===== src/rtl/apb_pkg.sv =====
`default_nettype none
// ============================================================================
// Module  : apb_pkg
// Brief   : Shared types and constants for the APB initiator and its users:
//           FSM state encoding, default bus widths, rotator register map.
// Revision: 1.0 - initial release
// ============================================================================
package apb_pkg;

  // Transfer phases of the APB initiator
  typedef enum logic [1:0] {
    APB_IDLE   = 2'd0,
    APB_SETUP  = 2'd1,
    APB_ACCESS = 2'd2
  } apb_state_e;

  // Default bus widths
  localparam int APB_ADDR_W = 32;
  localparam int APB_DATA_W = 32;

  // Rotator register-file byte offsets
  localparam logic [31:0] REG_DMA_SRC    = 32'h00;
  localparam logic [31:0] REG_DMA_DST    = 32'h04;
  localparam logic [31:0] REG_IMG_H      = 32'h08;
  localparam logic [31:0] REG_IMG_W      = 32'h0C;
  localparam logic [31:0] REG_NEW_H      = 32'h10;
  localparam logic [31:0] REG_NEW_W      = 32'h14;
  localparam logic [31:0] REG_MODE       = 32'h18;
  localparam logic [31:0] REG_DIR        = 32'h1C;
  localparam logic [31:0] REG_START      = 32'h20;
  localparam logic [31:0] REG_RESET      = 32'h24;
  localparam logic [31:0] REG_INTR_MASK  = 32'h28;
  localparam logic [31:0] REG_BEF_MASK   = 32'h2C;
  localparam logic [31:0] REG_AFT_MASK   = 32'h30;
  localparam logic [31:0] REG_INTR_CLEAR = 32'h34;
  localparam logic [31:0] REG_BUSY       = 32'h38;

endpackage
`default_nettype wire


===== src/rtl/apb_master_if.sv =====
`default_nettype none
// ============================================================================
// Module  : apb_master_if
// Brief   : Command/response and APB3 bus bundle for apb_master.
//           master = initiator view, slave = the CPU model / APB target view.
// Revision: 1.0 - initial release
// ============================================================================
interface apb_master_if
  import apb_pkg::*;
#(
  parameter int ADDR_W = APB_ADDR_W,
  parameter int DATA_W = APB_DATA_W
);
  logic              I_CMD_VALID;
  logic              O_CMD_READY;
  logic              I_CMD_WRITE;
  logic [ADDR_W-1:0] I_CMD_ADDR;
  logic [DATA_W-1:0] I_CMD_WDATA;
  logic              O_RSP_VALID;
  logic [DATA_W-1:0] O_RSP_RDATA;
  logic              O_RSP_ERR;
  logic              O_BUSY;
  logic              O_PSEL;
  logic              O_PENABLE;
  logic              O_PWRITE;
  logic [ADDR_W-1:0] O_PADDR;
  logic [DATA_W-1:0] O_PWDATA;
  logic [DATA_W-1:0] I_PRDATA;
  logic              I_PREADY;

  modport master (
    input  I_CMD_VALID, I_CMD_WRITE, I_CMD_ADDR, I_CMD_WDATA, I_PRDATA, I_PREADY,
    output O_CMD_READY, O_RSP_VALID, O_RSP_RDATA, O_RSP_ERR, O_BUSY,
           O_PSEL, O_PENABLE, O_PWRITE, O_PADDR, O_PWDATA
  );

  modport slave (
    output I_CMD_VALID, I_CMD_WRITE, I_CMD_ADDR, I_CMD_WDATA, I_PRDATA, I_PREADY,
    input  O_CMD_READY, O_RSP_VALID, O_RSP_RDATA, O_RSP_ERR, O_BUSY,
           O_PSEL, O_PENABLE, O_PWRITE, O_PADDR, O_PWDATA
  );
endinterface
`default_nettype wire


===== src/rtl/apb_timeout_cnt.sv =====
`default_nettype none
// ============================================================================
// Module  : apb_timeout_cnt
// Brief   : Clear/enable up-counter with a terminal-count flag, used to bound
//           the number of ACCESS cycles spent waiting for PREADY.
// Revision: 1.0 - initial release
// ============================================================================
module apb_timeout_cnt #(
  parameter int TERMINAL = 15,
  parameter int CNT_W    = 8
) (
  input  wire logic I_PCLK,
  input  wire logic I_PRESET,
  input  wire logic i_clr,
  input  wire logic i_en,
  output logic      o_tc
);
  localparam logic [CNT_W-1:0] c_terminal = CNT_W'(TERMINAL);

  logic [CNT_W-1:0] r_cnt;

  // Count enabled cycles; clear has priority over enable
  always_ff @(posedge I_PCLK) begin
    if (I_PRESET) begin
      r_cnt <= '0;
    end else if (i_clr) begin
      r_cnt <= '0;
    end else if (i_en) begin
      r_cnt <= r_cnt + 1'b1;
    end
  end

  assign o_tc = (r_cnt == c_terminal);
endmodule
`default_nettype wire


===== src/rtl/apb_master.sv =====
`default_nettype none
// ============================================================================
// Module  : apb_master
// Brief   : Single-outstanding command/response to APB3 initiator with an
//           ACCESS-phase timeout that returns an error response.
// Revision: 1.0 - initial release
// ============================================================================
module apb_master
  import apb_pkg::*;
#(
  parameter int TIMEOUT_CYCLES = 16,
  parameter int ADDR_W         = APB_ADDR_W,
  parameter int DATA_W         = APB_DATA_W
) (
  input  wire logic    I_PCLK,
  input  wire logic    I_PRESET,
  apb_master_if.master bus
);
  localparam logic [1:0] c_st_idle   = APB_IDLE;
  localparam logic [1:0] c_st_setup  = APB_SETUP;
  localparam logic [1:0] c_st_access = APB_ACCESS;

  // Masking the two low bits forces word alignment of the captured address
  localparam logic [ADDR_W-1:0] c_word_mask = ~ADDR_W'(3);

  logic [1:0]        r_state;
  logic              r_psel;
  logic              r_penable;
  logic              r_pwrite;
  logic [ADDR_W-1:0] r_paddr;
  logic [DATA_W-1:0] r_pwdata;
  logic              r_rsp_valid;
  logic [DATA_W-1:0] r_rsp_rdata;
  logic              r_rsp_err;
  logic              r_busy;
  logic              w_tc;
  logic              w_cnt_clr;
  logic              w_cnt_en;

  // Counter restarts in SETUP and advances on each ACCESS cycle without PREADY
  assign w_cnt_clr = (r_state == c_st_setup);
  assign w_cnt_en  = (r_state == c_st_access) && !bus.I_PREADY && !w_tc;

  apb_timeout_cnt #(
    .TERMINAL (TIMEOUT_CYCLES - 1),
    .CNT_W    (8)
  ) u_timeout_cnt (
    .I_PCLK   (I_PCLK),
    .I_PRESET (I_PRESET),
    .i_clr    (w_cnt_clr),
    .i_en     (w_cnt_en),
    .o_tc     (w_tc)
  );

  // Transfer FSM and registered bus/response outputs
  always_ff @(posedge I_PCLK) begin
    if (I_PRESET) begin
      r_state     <= c_st_idle;
      r_psel      <= 1'b0;
      r_penable   <= 1'b0;
      r_pwrite    <= 1'b0;
      r_paddr     <= '0;
      r_pwdata    <= '0;
      r_rsp_valid <= 1'b0;
      r_rsp_rdata <= '0;
      r_rsp_err   <= 1'b0;
      r_busy      <= 1'b0;
    end else begin
      r_rsp_valid <= 1'b0;
      r_rsp_rdata <= '0;
      r_rsp_err   <= 1'b0;
      case (r_state)
        c_st_idle: begin
          if (bus.I_CMD_VALID) begin
            r_state   <= c_st_setup;
            r_psel    <= 1'b1;
            r_penable <= 1'b0;
            r_busy    <= 1'b1;
            r_pwrite  <= bus.I_CMD_WRITE;
            r_paddr   <= bus.I_CMD_ADDR & c_word_mask;
            r_pwdata  <= bus.I_CMD_WRITE ? bus.I_CMD_WDATA : '0;
          end
        end
        c_st_setup: begin
          r_state   <= c_st_access;
          r_penable <= 1'b1;
        end
        c_st_access: begin
          if (bus.I_PREADY || w_tc) begin
            r_state     <= c_st_idle;
            r_psel      <= 1'b0;
            r_penable   <= 1'b0;
            r_busy      <= 1'b0;
            r_rsp_valid <= 1'b1;
            // PREADY wins over a coincident timeout
            r_rsp_err   <= !bus.I_PREADY;
            r_rsp_rdata <= (bus.I_PREADY && !r_pwrite) ? bus.I_PRDATA : '0;
          end
        end
        default: begin
          r_state <= c_st_idle;
        end
      endcase
    end
  end

  assign bus.O_CMD_READY = (r_state == c_st_idle) && !I_PRESET;
  assign bus.O_RSP_VALID = r_rsp_valid;
  assign bus.O_RSP_RDATA = r_rsp_rdata;
  assign bus.O_RSP_ERR   = r_rsp_err;
  assign bus.O_BUSY      = r_busy;
  assign bus.O_PSEL      = r_psel;
  assign bus.O_PENABLE   = r_penable;
  assign bus.O_PWRITE    = r_pwrite;
  assign bus.O_PADDR     = r_paddr;
  assign bus.O_PWDATA    = r_pwdata;
endmodule
`default_nettype wire


===== src/flat_wrapper.sv =====
// flat-port wrapper written by rule: the top's interface ports become plain ports
module apb_master_flat import apb_pkg::*;
#(
  parameter int TIMEOUT_CYCLES = 16,
  parameter int ADDR_W         = APB_ADDR_W,
  parameter int DATA_W         = APB_DATA_W
)
  (I_PCLK, I_PRESET, bus_I_CMD_VALID, bus_I_CMD_WRITE, bus_I_CMD_ADDR, bus_I_CMD_WDATA, bus_I_PRDATA, bus_I_PREADY, bus_O_CMD_READY, bus_O_RSP_VALID, bus_O_RSP_RDATA, bus_O_RSP_ERR, bus_O_BUSY, bus_O_PSEL, bus_O_PENABLE, bus_O_PWRITE, bus_O_PADDR, bus_O_PWDATA);
  apb_master_if #(.ADDR_W(ADDR_W), .DATA_W(DATA_W)) bus_i ();
  input  wire logic I_PCLK;
  input  wire logic I_PRESET;
  input wire logic [$bits(bus_i.I_CMD_VALID)-1:0] bus_I_CMD_VALID;
  input wire logic [$bits(bus_i.I_CMD_WRITE)-1:0] bus_I_CMD_WRITE;
  input wire logic [$bits(bus_i.I_CMD_ADDR)-1:0] bus_I_CMD_ADDR;
  input wire logic [$bits(bus_i.I_CMD_WDATA)-1:0] bus_I_CMD_WDATA;
  input wire logic [$bits(bus_i.I_PRDATA)-1:0] bus_I_PRDATA;
  input wire logic [$bits(bus_i.I_PREADY)-1:0] bus_I_PREADY;
  output wire logic [$bits(bus_i.O_CMD_READY)-1:0] bus_O_CMD_READY;
  output wire logic [$bits(bus_i.O_RSP_VALID)-1:0] bus_O_RSP_VALID;
  output wire logic [$bits(bus_i.O_RSP_RDATA)-1:0] bus_O_RSP_RDATA;
  output wire logic [$bits(bus_i.O_RSP_ERR)-1:0] bus_O_RSP_ERR;
  output wire logic [$bits(bus_i.O_BUSY)-1:0] bus_O_BUSY;
  output wire logic [$bits(bus_i.O_PSEL)-1:0] bus_O_PSEL;
  output wire logic [$bits(bus_i.O_PENABLE)-1:0] bus_O_PENABLE;
  output wire logic [$bits(bus_i.O_PWRITE)-1:0] bus_O_PWRITE;
  output wire logic [$bits(bus_i.O_PADDR)-1:0] bus_O_PADDR;
  output wire logic [$bits(bus_i.O_PWDATA)-1:0] bus_O_PWDATA;
  assign bus_i.I_CMD_VALID = bus_I_CMD_VALID;
  assign bus_i.I_CMD_WRITE = bus_I_CMD_WRITE;
  assign bus_i.I_CMD_ADDR = bus_I_CMD_ADDR;
  assign bus_i.I_CMD_WDATA = bus_I_CMD_WDATA;
  assign bus_i.I_PRDATA = bus_I_PRDATA;
  assign bus_i.I_PREADY = bus_I_PREADY;
  assign bus_O_CMD_READY = bus_i.O_CMD_READY;
  assign bus_O_RSP_VALID = bus_i.O_RSP_VALID;
  assign bus_O_RSP_RDATA = bus_i.O_RSP_RDATA;
  assign bus_O_RSP_ERR = bus_i.O_RSP_ERR;
  assign bus_O_BUSY = bus_i.O_BUSY;
  assign bus_O_PSEL = bus_i.O_PSEL;
  assign bus_O_PENABLE = bus_i.O_PENABLE;
  assign bus_O_PWRITE = bus_i.O_PWRITE;
  assign bus_O_PADDR = bus_i.O_PADDR;
  assign bus_O_PWDATA = bus_i.O_PWDATA;
  apb_master #(.TIMEOUT_CYCLES(TIMEOUT_CYCLES), .ADDR_W(ADDR_W), .DATA_W(DATA_W)) u_core (.I_PCLK(I_PCLK), .I_PRESET(I_PRESET), .bus(bus_i));
endmodule

===== config.mk =====
export PLATFORM = sky130hd
export DESIGN_NAME = apb_master_flat
export DESIGN_NICKNAME = d
export VERILOG_FILES = /design/src/rtl/apb_pkg.sv /design/src/rtl/apb_master_if.sv /design/src/rtl/apb_timeout_cnt.sv /design/src/rtl/apb_master.sv /design/src/flat_wrapper.sv
export SDC_FILE = /design/constraint.sdc
export NUM_CORES = 1
export LEC_CHECK = 0
export BUFFER_PORTS_ARGS = -buffer_cell sky130_fd_sc_hd__buf_2
export CAP_MARGIN = 10
export CORE_MARGIN = 1
export CORE_UTILIZATION = 44
export DETAILED_ROUTE_END_ITERATION = 12
export GPL_TIMING_DRIVEN = 0
export PLACE_DENSITY = 0.84
export SLEW_MARGIN = 20
export SYNTH_ARGS = -nofsm -noshare
export SYNTH_HDL_FRONTEND = slang
export SYNTH_HIERARCHICAL = 1
export SYNTH_SLANG_ARGS = --single-unit

===== constraint.sdc =====
create_clock -name I_PCLK -period 2.5 [get_ports I_PCLK]
set_input_delay 0 -clock I_PCLK [delete_from_list [all_inputs] [get_ports I_PCLK]]
set_output_delay 0 -clock I_PCLK [all_outputs]
set_load 0.05 [all_outputs]

==> results of run 1 <==
==> synthesized netlist by cell type, drive strengths merged, types with 2 or more instances <==
cell / n / area [um^2]
a21oi: 67 / 335
or3: 3 / 18.8
dfxtp: 109 / 2180
buf: 21 / 190
nor4b: 3 / 41.3
nor2: 8 / 30.0
nand2: 96 / 360
nand3: 34 / 170
o21ai: 3 / 15.0
nand4: 3 / 25.0
and2: 32 / 200
nor3: 4 / 20.0
clkbuf: 14 / 56.3
xor2: 3 / 26.3
a2111oi: 2 / 17.5
inv: 3 / 11.3
==> worst max path at each step <==
stage,startpoint,end,slack [ns]
2_1_floorplan,u_core/u_timeout_cnt/r_cnt[0]$_SDFFE_PP0P_,u_core/u_timeout_cnt/r_cnt[5]$_SDFFE_PP0P_,0.73
3_3_place_gp,u_core/u_timeout_cnt/r_cnt[0]$_SDFFE_PP0P_,u_core/u_timeout_cnt/r_cnt[5]$_SDFFE_PP0P_,0.59
3_5_place_dp,u_core/u_timeout_cnt/r_cnt[0]$_SDFFE_PP0P_,u_core/u_timeout_cnt/r_cnt[5]$_SDFFE_PP0P_,0.54
4_1_cts,u_core/u_timeout_cnt/r_cnt[0]$_SDFFE_PP0P_,u_core/u_timeout_cnt/r_cnt[5]$_SDFFE_PP0P_,0.46
5_1_grt,u_core/u_timeout_cnt/r_cnt[0]$_SDFFE_PP0P_,u_core/u_timeout_cnt/r_cnt[7]$_SDFFE_PP0P_,0.22
6_report,u_core/u_timeout_cnt/r_cnt[0]$_SDFFE_PP0P_,u_core/u_timeout_cnt/r_cnt[5]$_SDFFE_PP0P_,0.45
==> metal layers <==
layer	global-route usage, %	up-vias	wire length, um
met1	29.0	1948	4790
met2	53.2	171	6810
met4	12.5	0	327
met5	0	-	0
li1	-	1973	-
met3	6.44	32	744
==> area by class of cell <==
type | instances | area, um^2
fillers | 562 | 2230
flip-flops and latches | 109 | 2180
repair buffers | 294 | 1950
multi-input cells | 271 | 1370
plain buffers | 35 | 246
well taps | 105 | 131
clock buffers | 10 | 128
clock inverters | 6 | 55.1
inverters | 3 | 11.3
==> repair_timing <==
item,in CTS,in global routing
hold endpoints to repair,98,0
hold buffers,96,0
gates resized for setup,0,0
==> per-stage QoR <==
| step | hold WS [ns] | util (%) | total power, uW |
|---|---|---|---|
| after global routing | 0.0534 | 73.2 | 3730 |
| after floorplan | 0.0793 | - | 2290 |
| after CTS | 0.0310 | 73.2 | 3590 |
| after global placement | 0.199 | 59.4 | 2470 |
| final | 0.0436 | 73.2 | 3590 |
| after detailed placement | 0.203 | 59.4 | 2480 |
==> flip-flops by register name (all words and copies together) (netlist names) <==
signal and count:
u_core/bus.O_RSP_VALID 1, u_core/bus.O_PWDATA 32, u_core/u_timeout_cnt/r_cnt 8, u_core/bus.O_PWRITE 1
u_core/bus.O_BUSY 1, u_core/bus.O_PENABLE 1, u_core/bus.O_RSP_ERR 1, u_core/bus.O_PADDR 30
u_core/bus.O_RSP_RDATA 32, u_core/r_state 2
==> where the power goes <==
group          total [uW]  switching (uW)  leakage, uW  internal (uW)
clock network        1010             627    0.0000869            383
registers            1830            34.6     0.000887           1800
logic                 750             462      0.00188            288
total                3590            1120      0.00285           2470
==> critical path, cell delays in order (launching register included) <==
cell and delay, ns:
dfxtp_1 0.36, ha_1 0.26, nand4b_1 0.11, nor4_1 0.07, nor3_1 0.27, buf_2 0.24, nand4_2 0.15, or3_1 0.38
a21oi_1 0.14
==> cells by family (layout without fill, tap and decap cells) <==
family          after synthesis  after routing
other cells                   1              2
flops                       109            109
xor+xnor                      4              4
mux                           1              1
fa+ha+maj                     1              1
simple gates                190            190
compound gates               73             73
buf+inv                      38            348
==> flow_summary.yaml, run 1 <==
setup_path:
  path_class: "reg -> reg"
  cp.required_ns: 2.80
  cp_max_fo: 6
  end_kind: "register"
  timing.rr.end: "u_core/u_timeout_cnt/r_cnt[5]$_SDFFE_PP0P_"
  cp-start-kind: "register"
  timing.rr.start: "u_core/u_timeout_cnt/r_cnt[0]$_SDFFE_PP0P_"
  worstPathArrival_ns: 2.35
  reg2reg_depth: 8
  regToRegSetupSlack_ns: 0.45
grt:
  grt_max_degree: 20
  track_usage_pct: 28.1
  grt_pass1_wl_um: 19200
  antenna_found_initial: 0
  gr-total-overflow: 0
  grt_pass1_vias: 4173
timing:
  finalCriticalPeriod_ns: 2.05
  slew_headroom_pct: 65.0
  fin_ws_ns: 0.448
  finalSetupTns_ns: 0
  tightest_slew_ns: 0.525
  fmax_mhz: 487
  finalMaxSlewViolations: 0
  hold_viol: 0
  finClkSkew_ns: 0.0137
  rsz0062_at_grt: "no"
  finalCritPeriodShare_pct: 82.1
  setup_viol: 0
cells_and_area:
  drive_gt1_share_pct: 33.1
  instances_no_fill: 833
  final_nets: 825
  final_cell_area_mm2: 0.00607
  n_antenna_cell: 0
  syn2layout_area_growth_pct: 59.7
  layout_common_cells: "buf_2, dfxtp_1, dlygate4sd3_1, nand2_1, a21oi_1"
  final_common_cell: "buf_2"
synthesis:
  yosys.area_share.simple_pct: 24.3
  avgSynthCellArea_um2: 9.12
  syn_inst: 417
  syn_area_mm2: 0.00380
  netlist-cell-type-count: 34
  synth_top_family_by_area: "simple AND/OR/NAND/NOR gates"
  synthXorXnorAreaFrac_pct: 0.921
  ys_seq_area_share_pct: 57.4
  ys_ff_latch: 109
  synth_compound_area_share_pct: 9.94
  async_flop_share_pct: 0
  synthAdderAreaFrac_pct: 0.329
  synth_top_flop_cell: "dfxtp_1"
  synth_warnings: 6
  synth_edf_count: 0
  synth.mux.area_fraction_pct: 0.263
clock_tree:
  cts_sinks: 109
  tritoncts: "built"
  cts.path.max_buffers: 2
  cts_buffers: 9
  cts_root_buf: "clkbuf_8"
  cts_setup_buffers: 0
  clkTransAtPathRegs_ns: 0.11
  cts_max_level: 3
  clock_latency_ns: 0.37
die:
  ios: 204
  die_y_um: 95.0
  fp.coreArea_mm2: 0.00830
  num_rows: 33
  start_util_pct: 45.8
  die_area_mm2: 0.00902
  die_w_um: 95.0
drt:
  drt_iter0_drc: 138
  wl_per_cell_um: 15.2
  drt-total-wl_um: 12700
  viasPerCell: 4.95
  post-route-drc-count: 0
  num_vias: 4124
  dr.pass1.iters: 4
  ant_nets: 0
outcome:
  status: "completed"
power_and_ir_drop:
  p_leak_uw: 0.00285
  p_per_area_mw_per_mm2: 592
  irDropWorstVdd_v: 0.000399
placement:
  io_buffers: 198
  dpl-instance-area_mm2: 0.00493
  dp_slack_ns: 0.538
  dp_hpwl_um: 7220
  globalplace.congestion: 0.719
  dp_cells: 721
min_path:
  worstHoldStart: "bus_I_CMD_WRITE"
  hold_class: "in -> reg"
  min_to: "u_core/bus.O_PWDATA[1]$_SDFFE_PP0P_"
  hold_depth: 3
flow_run:
  drv_cap: 0
No activity file was read; power rests on OpenSTA's default activity.
==> inputs of run 2 (changes only) <==
- CORE_UTILIZATION: 44 -> 40
- PLACE_DENSITY: 0.84 -> 0.81
- clock period: 2.5 -> 1.82 ns (I/O delays scaled with it)
==> flow_summary.yaml, run 2 (synthesized netlist as in run 1, its figures left out) <==
outcome:
  status: "completed"
drt:
  drt_iter0_drc: 115
  wl_met1_um: 4940
  wl_per_cell_um: 14.6
  top_layer_used: "met4"
  post-route-drc-count: 0
  dr.pass1.iters: 5
  drt-total-wl_um: 12600
  ant_nets: 0
  wl_met3_um: 706
  viasPerCell: 4.74
  num_vias: 4082
  wl_met2_um: 6590
cells_and_area:
  final.fill_count: 679
  n_antenna_cell: 0
  syn2layout_area_growth_pct: 63.8
  final_core_util_pct: 67.4
  drive_gt1_share_pct: 34.7
  layout_common_cells: "buf_2, dfxtp_1, dlygate4sd3_1, nand2_1, a21oi_1"
  final_nets: 830
  final_common_cell: "buf_2"
  seqCellArea_mm2: 0.00219
  multiInputGateArea_mm2: 0.00142
setup_path:
  worst_path_largest_cell_delay_ns: 0.38
  cp.required_ns: 2.11
  cp_max_fo: 5
  path_buf_inv: 1
  path_class: "reg -> reg"
  cp-start-kind: "register"
  end_kind: "register"
  crit_family: "simple AND/OR/NAND/NOR gates"
  worstPathArrival_ns: 2.09
  path_cells: "ha_4 -> nand4b_1 -> nor4_4 -> nor3_2 -> buf_4 -> nand4_4 -> or3_1 -> a21oi_1"
  crit_path_top_delay_cell: "dfxtp_4"
timing:
  setup_viol: 0
  fmax_mhz: 555
  finalCritPeriodShare_pct: 99.0
  finalCriticalPeriod_ns: 1.80
  hold_viol: 0
  finClkSkew_ns: 0.0156
  finalMaxSlewViolations: 0
  rsz0062_at_grt: "yes"
grt:
  grt_max_degree: 21
  track_usage_pct: 25.1
  gr-total-overflow: 0
  grt_pass1_wl_um: 19300
  antenna_found_initial: 0
  grt_pass1_vias: 4199
die:
  die_w_um: 99.5
  start_util_pct: 41.2
  num_rows: 35
  die_area_mm2: 0.00990
  die_y_um: 99.5
  ios: 204
  fp.coreArea_mm2: 0.00924
clock_tree:
  cts_root_buf: "clkbuf_8"
  tritoncts: "built"
  cts_max_level: 3
  cts.path.max_buffers: 2
  clkTransAtPathRegs_ns: 0.11
  cts_buffers: 9
  cts_sinks: 109
  clock_latency_ns: 0.36
flow_run:
  drv_cap: 0
placement:
  io_buffers: 198
  dp_hpwl_um: 7600
  globalplace.congestion: 0.724
power_and_ir_drop:
  p_total_uw: 5080
  p_leak_uw: 0.00291
  irDropWorstVdd_v: 0.000483
  p_per_area_mw_per_mm2: 816
min_path:
  hold_class: "in -> reg"
## run 2: cell types whose count changed in the layout (fill, tap and decap cells not counted), moves of 2 or more
cell        previous run  this run
buf_4                  7        13
dfxtp_1              109       106
clkinvlp_4             2         0
dfxtp_4                0         2
## run 2: metal layers
layer | vias up | GRT usage [%]
met3 | 32 | 5.90
met5 | - | 0
met1 | 1892 | 26.5
li1 | 1989 | -
met4 | 0 | 14.1
met2 | 169 | 45.8
## run 2: path summary, 6_finish.rpt
check	cells after the start	to	startpoint	slack [ns]
worst max-delay path	8	u_core/u_timeout_cnt/r_cnt[7]$_SDFFE_PP0P_	u_core/u_timeout_cnt/r_cnt[1]$_SDFFE_PP0P_	0.02
worst min register to register	2	u_core/bus.O_PWDATA[3]$_SDFFE_PP0P_	u_core/bus.O_PWDATA[3]$_SDFFE_PP0P_	0.46
worst min-delay path	3	u_core/bus.O_PWDATA[3]$_SDFFE_PP0P_	bus_I_CMD_WRITE	0.03
worst max register to register	8	u_core/u_timeout_cnt/r_cnt[7]$_SDFFE_PP0P_	u_core/u_timeout_cnt/r_cnt[1]$_SDFFE_PP0P_	0.02
## run 2: layout make-up
class	count	share of cell area (%)
well taps	129	2.59
repair buffers	299	31.9
clock inverters	7	1.41
plain buffers	35	4.00
clock buffers	9	1.99
flip-flops and latches	109	35.2
multi-input cells	271	22.7
inverters	3	0.181
## run 2: where the power goes
part	total [uW]	leakage (uW)	internal, uW	switching [uW]
Sequential	2520	0.000889	2470	48.1
Clock	1530	0.000108	671	861
Combinational	1030	0.00191	400	631
Total	5080	0.00291	3540	1540
## run 2: stage by stage
| stage | setup TNS [ns] | hold slack, ns | worst slack, ns | instances | cell area [um^2] |
|---|---|---|---|---|---|
| floorplan | 0 | 0.0793 | 0.0477 | 418 | 3810 |
| global placement | -0.204 | 0.200 | -0.0884 | 745 | 4960 |
| detailed placement | -0.688 | 0.202 | -0.192 | 745 | 4960 |
| CTS | -0.00104 | 0.0245 | -0.00104 | 859 | 6170 |
| global route | -0.293 | 0.0545 | -0.0706 | 862 | 6230 |
| finish | 0 | 0.0329 | 0.0184 | 862 | 6230 |
## run 2: timing repair
action                                  4_1_cts  5_1_grt
hold buffers                                 96        0
endpoints found under the setup margin        7        8
hold endpoints to repair                     97        0
setup buffers                                 2        3
resized for setup                             6        7
pin swaps                                     1        3
## run 2: tightest hold or removal path, stage by stage
cell and delay (ns):
buf_1 0.18, nand3_1 0.11, a21oi_1 0.06
==> inputs of run 3 (changes only) <==
- ABC_AREA: default -> 1
- CORE_UTILIZATION: 40 -> 41
==> flow_summary.yaml, run 3 <==
outcome:
  status: "completed"
synthesis:
  syn_area_mm2: 0.00404
  synth_commonest_cells: "dfxtp_1, nor2_1, nand2_1"
  ys_seq_area_share_pct: 54.0
  netlist-cell-type-count: 19
  synth_top_flop_cell: "dfxtp_1"
  async_flop_share_pct: 0
  avgSynthCellArea_um2: 7.53
  synth_most_common_cell: "dfxtp_1"
  synth_warnings: 6
  netlist_top_cells_area: "dfxtp_1, nor2_1, nand2_1"
  synth_top_cell_by_area: "dfxtp_1"
  syn_inst: 537
  yosysTopAreaCellShare_pct: 54.0
  ys_ff_latch: 109
  synth_edf_count: 0
die:
  die_area_mm2: 0.0103
  die_y_um: 101
  die_w_um: 101
  start_util_pct: 43.0
  num_rows: 35
  fp.coreArea_mm2: 0.00942
  ios: 204
placement:
  io_buffers: 197
  globalplace.congestion: 0.748
  dp_hpwl_um: 7890
timing:
  tightest_slew_ns: 0.516
  finClkSkew_ns: 0.0120
  finalCritPeriodShare_pct: 89.7
  finalMaxSlewViolations: 0
  slew_headroom_pct: 65.6
  rsz0062_at_grt: "no"
  finalCriticalPeriod_ns: 1.63
  hold_viol: 0
  setup_viol: 0
  finalSetupTns_ns: 0
  fmax_mhz: 613
setup_path:
  cp_max_fo: 10
  worstSetupStartpoint: "I_PRESET"
  path_buf_inv: 5
  path_cells: "dlygate4sd3_1 -> buf_2 -> clkbuf_1 -> clkbuf_1 -> nor2_1 -> buf_2"
  worst_path_largest_cell_delay_ns: 0.52
  crit_path_top_delay_cell: "dlygate4sd3_1"
  worstPathArrival_ns: 1.63
  timing.rr.start: "u_core/u_timeout_cnt/r_cnt[1]$_SDFFE_PP0P_"
  cp.required_ns: 1.82
  cp-start-kind: "input port"
  crit_family: "buffers and inverters"
  end_kind: "primary output"
  path_class: "in -> out"
min_path:
  hold_class: "in -> reg"
  worstHoldStart: "bus_I_CMD_VALID"
grt:
  antenna_found_initial: 0
  grt_pass1_vias: 4186
  track_usage_pct: 24.3
  grt_max_degree: 20
  grt_pass1_wl_um: 19200
  gr-total-overflow: 0
clock_tree:
  cts_root_buf: "clkbuf_8"
  cts_sinks: 109
  clock_latency_ns: 0.36
  cts.path.max_buffers: 2
  cts_buffers: 9
  cts_max_level: 3
  clkTransAtPathRegs_ns: 0.10
  tritoncts: "built"
  cts_setup_buffers: 0
drt:
  wl_per_cell_um: 13.2
  drt_iter0_drc: 149
  drt-total-wl_um: 12900
  num_vias: 4418
  ant_nets: 0
  viasPerCell: 4.52
  post-route-drc-count: 0
  dr.pass1.iters: 5
cells_and_area:
  syn2layout_area_growth_pct: 57.2
  final_common_cell: "buf_2"
  final_nets: 945
  n_antenna_cell: 0
  final.fill_count: 745
  drive_gt1_share_pct: 28.8
  layout_common_cells: "buf_2, dfxtp_1, nor2_1, dlygate4sd3_1, nand2_1"
power_and_ir_drop:
  irDropWorstVdd_v: 0.000604
  p_total_uw: 5080
  p_leak_uw: 0.00339
  p_per_area_mw_per_mm2: 798
flow_run:
  drv_cap: 0
run 3: final cells by class:
type | count | area [um^2] | share of cell area [%]
flip-flops and latches | 109 | 2180 | 34.3
multi-input cells | 315 | 1370 | 21.6
repair buffers | 294 | 1960 | 30.8
well taps | 129 | 161 | 2.54
clock inverters | 6 | 53.8 | 0.846
plain buffers | 36 | 210 | 3.31
clock buffers | 10 | 128 | 2.01
inverters | 78 | 293 | 4.61
run 3: logic make-up (layout without fill, tap and decap cells):
kind of cell,Yosys count,after routing,synth area share (%)
buf+inv,114,424,12.4
fa+ha+maj,1,1,0.309
compound gates,75,75,9.28
other cells,1,2,0.0927
flops,109,109,54.0
simple gates,237,237,23.9
run 3: metal layers:
| layer | part of all wire, % | global-route usage, % |
|---|---|---|
| met1 | 38 | 24.4 |
| met2 | 52 | 45.6 |
| met3 | 6.7 | 7.32 |
| met4 | 2.8 | 11.6 |
| met5 | 0 | 0 |
run 3: worst reg2reg max path: cells and delay by family (launching register included):
family | cells | cell delay [ns]
buffers and inverters | 3 | 0.27
AND/OR/NAND/NOR | 7 | 0.71
adder cells (fa/ha/maj) | 1 | 0.21
flip-flops | 1 | 0.37
run 3: through the flow:
step	instances	util [%]	hold WS, ns	worst slack, ns	instance area (um^2)
2_1_floorplan	538	-	0.0768	0.380	4050
3_3_place_gp	864	55.2	0.214	0.164	5190
3_5_place_dp	864	55.2	0.218	0.110	5190
4_1_cts	977	67.4	0.0106	0.0806	6350
5_1_grt	977	67.5	0.00642	0.0215	6360
6_report	977	67.5	0.0285	0.187	6360
run 3: power breakdown:
group / internal (uW) / leakage [uW] / switching, uW / total, uW
Clock: 524 / 0.0000894 / 843 / 1370
Combinational: 417 / 0.00241 / 749 / 1170
Sequential: 2490 / 0.000890 / 53.5 / 2540
run 3: path summary, 6_finish.rpt:
| check | slack, ns | cells past startpoint | to |
|---|---|---|---|
| setup / recovery | 0.19 | 6 | bus_O_CMD_READY |
| hold / removal | 0.03 | 3 | u_core/bus.O_PWDATA[1]$_SDFFE_PP0P_ |
| setup reg to reg | 0.20 | 11 | u_core/u_timeout_cnt/r_cnt[4]$_SDFFE_PP0P_ |
| hold reg to reg | 0.45 | 1 | u_core/u_timeout_cnt/r_cnt[0]$_SDFFE_PP0P_ |
run 3: repair_timing:
action	in CTS	in global routing
hold buffers	97	0
endpoints found under the setup margin	0	5
endpoints found under the hold margin	104	0
resized for setup	0	3
